**src/rtl/req_collector.sv**
```systemverilog
// rtl/req_collector.sv - per-client pending-request accumulator feeding rr_arbiter
module req_collector #(
    parameter int CLIENTS = 32,
    parameter int CNT_W   = 2,
    parameter int TOT_W   = $clog2(CLIENTS * ((1 << CNT_W) - 1) + 1)
) (
    input  logic               clk,
    input  logic               rst_n,
    input  logic [CLIENTS-1:0] post,
    output logic [CLIENTS-1:0] full,
    output logic [CLIENTS-1:0] request,
    input  logic [CLIENTS-1:0] grant,
    input  logic               downstream_ready,
    output logic               stall,
    output logic [TOT_W-1:0]   total_pending,
    output logic               overflow,
    output logic               grant_err
);

    localparam logic [CNT_W-1:0] MAX_PEND = '1;

    logic [CNT_W-1:0]   count_q [CLIENTS];
    logic [CNT_W-1:0]   count_d [CLIENTS];
    logic               stall_q, stall_d;
    logic [TOT_W-1:0]   total_pending_q, total_pending_d;
    logic               overflow_q, overflow_d;
    logic               grant_err_q, grant_err_d;

    logic [CLIENTS-1:0] g_ok;
    logic [CLIENTS-1:0] a_ok;
    logic [TOT_W-1:0]   add_n;
    logic [TOT_W-1:0]   sub_n;
    logic               multi_grant;

    // full and request depend only on the registered counts, never on post/grant
    always_comb begin
        full    = '0;
        request = '0;
        for (int i = 0; i < CLIENTS; i++) begin
            full[i]    = (count_q[i] == MAX_PEND);
            request[i] = (count_q[i] != '0);
        end
    end

    // next-state: accept/retire per client, running total and sticky error flags
    always_comb begin
        g_ok        = grant & request & {CLIENTS{~stall_q}};
        a_ok        = post & (~full | g_ok);
        add_n       = '0;
        sub_n       = '0;
        for (int i = 0; i < CLIENTS; i++) begin
            count_d[i] = count_q[i];
            if (a_ok[i] && !g_ok[i]) begin
                count_d[i] = count_q[i] + CNT_W'(1);
            end else if (g_ok[i] && !a_ok[i]) begin
                count_d[i] = count_q[i] - CNT_W'(1);
            end
            add_n = add_n + TOT_W'(a_ok[i]);
            sub_n = sub_n + TOT_W'(g_ok[i]);
        end
        total_pending_d = total_pending_q + add_n - sub_n;
        // x & (x-1) is non-zero exactly when more than one bit is set
        multi_grant     = |(grant & (grant - CLIENTS'(1)));
        overflow_d      = overflow_q | (|(post & ~a_ok));
        grant_err_d     = grant_err_q | multi_grant
                        | ((|grant) & stall_q)
                        | (|(grant & ~request));
        stall_d         = ~downstream_ready;
    end

    // state registers; reset drops all pending work immediately
    always_ff @(posedge clk or negedge rst_n) begin
        if (!rst_n) begin
            for (int i = 0; i < CLIENTS; i++) begin
                count_q[i] <= '0;
            end
            stall_q         <= 1'b1;
            total_pending_q <= '0;
            overflow_q      <= 1'b0;
            grant_err_q     <= 1'b0;
        end else begin
            for (int i = 0; i < CLIENTS; i++) begin
                count_q[i] <= count_d[i];
            end
            stall_q         <= stall_d;
            total_pending_q <= total_pending_d;
            overflow_q      <= overflow_d;
            grant_err_q     <= grant_err_d;
        end
    end

    assign stall         = stall_q;
    assign total_pending = total_pending_q;
    assign overflow      = overflow_q;
    assign grant_err     = grant_err_q;

endmodule

```
**config.mk**
```make
export PLATFORM = sky130hd
export DESIGN_NAME = req_collector
export DESIGN_NICKNAME = d
export VERILOG_FILES = /design/src/rtl/req_collector.sv
export SDC_FILE = /design/constraint.sdc
export NUM_CORES = 1
export LEC_CHECK = 0
export ABC_CLOCK_PERIOD_IN_PS = 6000
export CAP_MARGIN = 20
export CORE_MARGIN = 3
export CORE_UTILIZATION = 30
export CTS_CLUSTER_SIZE = 10
export DETAILED_ROUTE_END_ITERATION = 6
export GPL_TIMING_DRIVEN = 0
export HOLD_SLACK_MARGIN = 0.06
export PLACE_DENSITY = 0.61
export SLEW_MARGIN = 5
export SYNTH_ARGS = -nofsm -noshare
export SYNTH_HDL_FRONTEND = slang
export SYNTH_SLANG_ARGS = --single-unit
```
**constraint.sdc**
```tcl
create_clock -name clk -period 6 [get_ports clk]
set_clock_uncertainty 0.15 [all_clocks]
set_input_delay 1.2 -clock clk [delete_from_list [all_inputs] [get_ports clk]]
set_output_delay 1.2 -clock clk [all_outputs]
set_load 0.02 [all_outputs]
```
==> flow_summary.yaml <==
logic_synthesis:
  ys_seq_elements: 74
  ys_top_cells_by_area: "dfrtp_1 26%, fa_1 17%, ha_1 8.2%"
  avgSynthCellArea_sq_um: 9.10
  synth_seq_area_share: 0.264
  ys.flop_type: "dfrtp_1"
  synthCells: 771
  yosys_warnings: 0
  syn_area_sq_um: 7020
  yosys.area.top_type: "dfrtp_1"
  synth.net_count: 944
  synth-async-reset-ratio: 1.00
  synth_edf_count: 0
  synth_top_area_frac: 0.260
  synth_cell_types: 49
sta:
  finalMaxSlewViolations: 0
  fin_ws_ns: -0.700
  period_share: 1.12
  hold_violations: 0
  relSlewSlack: 0.558
  finalSetupViolCount: 6
  fmax_mhz: 149
  rsz0062_at_grt: "yes"
  worst-slew-pin-transition_ns: 0.657
  period_needed_ns: 6.70
placed_design:
  io_buffers: 140
  hpwl_um: 18800
  gp_congestion: 0.878
  pre_cts_slack_ns: -1.79
global_routing:
  grt_usage: 0.183
  grt_max_degree: 44
  antenna_found_initial: 1
  overflow: 0
  grt_pass1_wl_um: 35300
  grt_pass1_vias: 6089
floorplan:
  ioPinCount: 141
  dieArea_sq_um: 25300
  initial_core_util: 0.307
  die_w_um: 159
  fp-row-count: 55
  core_area_sq_um: 22800
  die_y_um: 159
status:
  violations: "setup timing"
  outcome: "finished, violations left"
layout:
  layout_common_cells: "130 x inv_1, 105 x clkdlybuf4s50_1, 82 x nor2_1"
  insertedDiodeCount: 0
  syn2layout_area_growth_pct: 38.8
  multi_input_area_sq_um: 4950
  register_area_sq_um: 1850
  drive_gt1_frac: 0.183
  final_common_cell: "inv_1"
  fin_nets: 1122
  fillers: 2255
critical_path:
  cp.required_ns: 6.09
  cp_slowest_cell: "fa_2"
  end_kind: "flop"
  crit_fanout: 2
  cp-endpoint: "total_pending[5]"
  crit_start: "post[14]"
  criticalPathCategory: "input pin to flop"
  reg2reg_slack_ns: -0.60
  crit_chain: "dlygate4sd2_1, nor2b_4, inv_2, fa_2, inv_2, fa_2, inv_2, fa_2, fa_1, inv_2, fa_1, fa_2, fa_1, inv_2, fa_2, inv_2, ha_4, inv_2, fa_2, inv_1, a21o_1, a21oi_2, xnor2_1"
  startpoint_type: "input pin"
  critPathMostFrequentCell: "inv_2"
  cpPeakStageDelay_ns: 0.60
  ff2ff_path_depth: 22
  cp_data_arrival_time_ns: 6.79
  timing.rr.start: "stall"
  r2r-end: "total_pending[5]"
clocking:
  cts_tree: "done"
  htreeDepth: 3
  cts_max_path_buffers: 2
  clkSlewWorstSetupHoldPaths_ns: 0.06
  cts_hold_buffers: 0
  clkSinkCount: 74
  insertion_delay_ns: 0.36
  cts-root-buf: "clkbuf_16"
  numCtsBuffers: 9
drt:
  drt-total-wl_um: 22700
  avgRoutedWirePerCell_um: 17.9
  post-route-drc-count: 0
  ant_nets: 0
  first_pass_iters: 5
  routed_via_density: 4.62
  num_vias: 5850
  dr.first_iter.drc_count: 400
flow_run:
  drv_cap: 0
min_path:
  min_path_type: "flop to flop"
logic make-up (layout without fill, tap and decap cells):
| kind of cell | after synthesis | after routing | share of synthesized area |
|---|---|---|---|
| buffers and inverters | 152 | 335 | 0.0813 |
| AO/OA/AOI/OAI | 70 | 70 | 0.0733 |
| AND/OR/NAND/NOR | 266 | 266 | 0.199 |
| flip-flops | 74 | 74 | 0.264 |
| adder cells (fa/ha/maj) | 108 | 108 | 0.256 |
| XOR/XNOR | 101 | 101 | 0.126 |
critical path: cells and delay by family:
family | cells | cell delay [ns]
fa+ha+maj | 10 | 4.47
buf+inv | 9 | 0.65
simple gates | 1 | 0.17
compound gates | 2 | 0.16
xor+xnor | 1 | 0.12
cell usage after synthesis, types with 2 or more instances:
cell and instances:
nand3_1 9, a21oi_1 10, a2111oi_0 3, o21ai_0 7, o21a_1 2, a31oi_1 2, ha_1 46, nor2_1 82
or3_1 2, maj3_1 2, nand4_1 7, o32ai_1 3, or2_2 9, or4_1 3, inv_1 149, nor2b_1 44
dfrtp_1 73, nand2b_1 24, nor4_2 2, xor2_1 64, nor3_1 7, clkbuf_1 3, nand2_1 31, xnor2_1 37
a21o_1 4, nor3b_1 3, a211oi_1 3, nor4_1 4, fa_1 60, and2_1 35, a22oi_1 23
layer usage:
metal  GRT usage  up-vias  wire [um]
met5           0        -          8
met4      0.0565        2        573
met3      0.0398       36       1220
met2       0.307      184      10800
met1       0.236     2834      10100
li1            -     2794          -
flip-flops by register name, indices dropped and copies added, names as in the netlist:
name,flops
total_pending,7
stall,1
grant_err,1
count_q,64
overflow,1
final cells by class:
type / instances / share of cell area
Timing Repair Buffer: 167 / 0.163
Clock buffer: 11 / 0.0249
Tap cell: 313 / 0.0402
Sequential cell: 74 / 0.190
Clock inverter: 5 / 0.0128
Multi-Input combinational cell: 545 / 0.508
Buffer: 3 / 0.00360
Inverter: 149 / 0.0574
worst min-delay path by stage:
stage / from / endpoint / cells past startpoint
6_report: count_q[1] / count_q[1] / 1
5_1_grt: count_q[1] / count_q[1] / 1
4_1_cts: count_q[35] / count_q[35] / 1
3_5_place_dp: count_q[35] / count_q[35] / 1
3_3_place_gp: count_q[1] / count_q[1] / 1
2_1_floorplan: count_q[11] / count_q[11] / 1
stage by stage:
step / util / hold WS [ns] / instance area (sq um) / TNS, ns / cells
3_5_place_dp: 0.390 / 0.321 / 8900 / -10.20 / 1225
6_report: 0.426 / 0.331 / 9740 / -3.04 / 1267
3_3_place_gp: 0.389 / 0.320 / 8880 / -10.19 / 1224
2_1_floorplan: - / 0.306 / 7090 / -3.06 / 771
4_1_cts: 0.422 / 0.333 / 9630 / -3.19 / 1261
5_1_grt: 0.426 / 0.345 / 9740 / -3.77 / 1267
timing repair:
item | 4_1_cts | 5_1_grt
resized for setup | 188 | 31
buffers inserted | 20 | 6
pin swaps | 41 | 21
hold endpoints to repair | 0 | 0
gates cloned | 0 | 0
setup endpoints to repair | 7 | 7
Power is left out: the tool's default activity adds up to more than one toggle a clock period on the data nets, which glitch-free logic cannot reach.
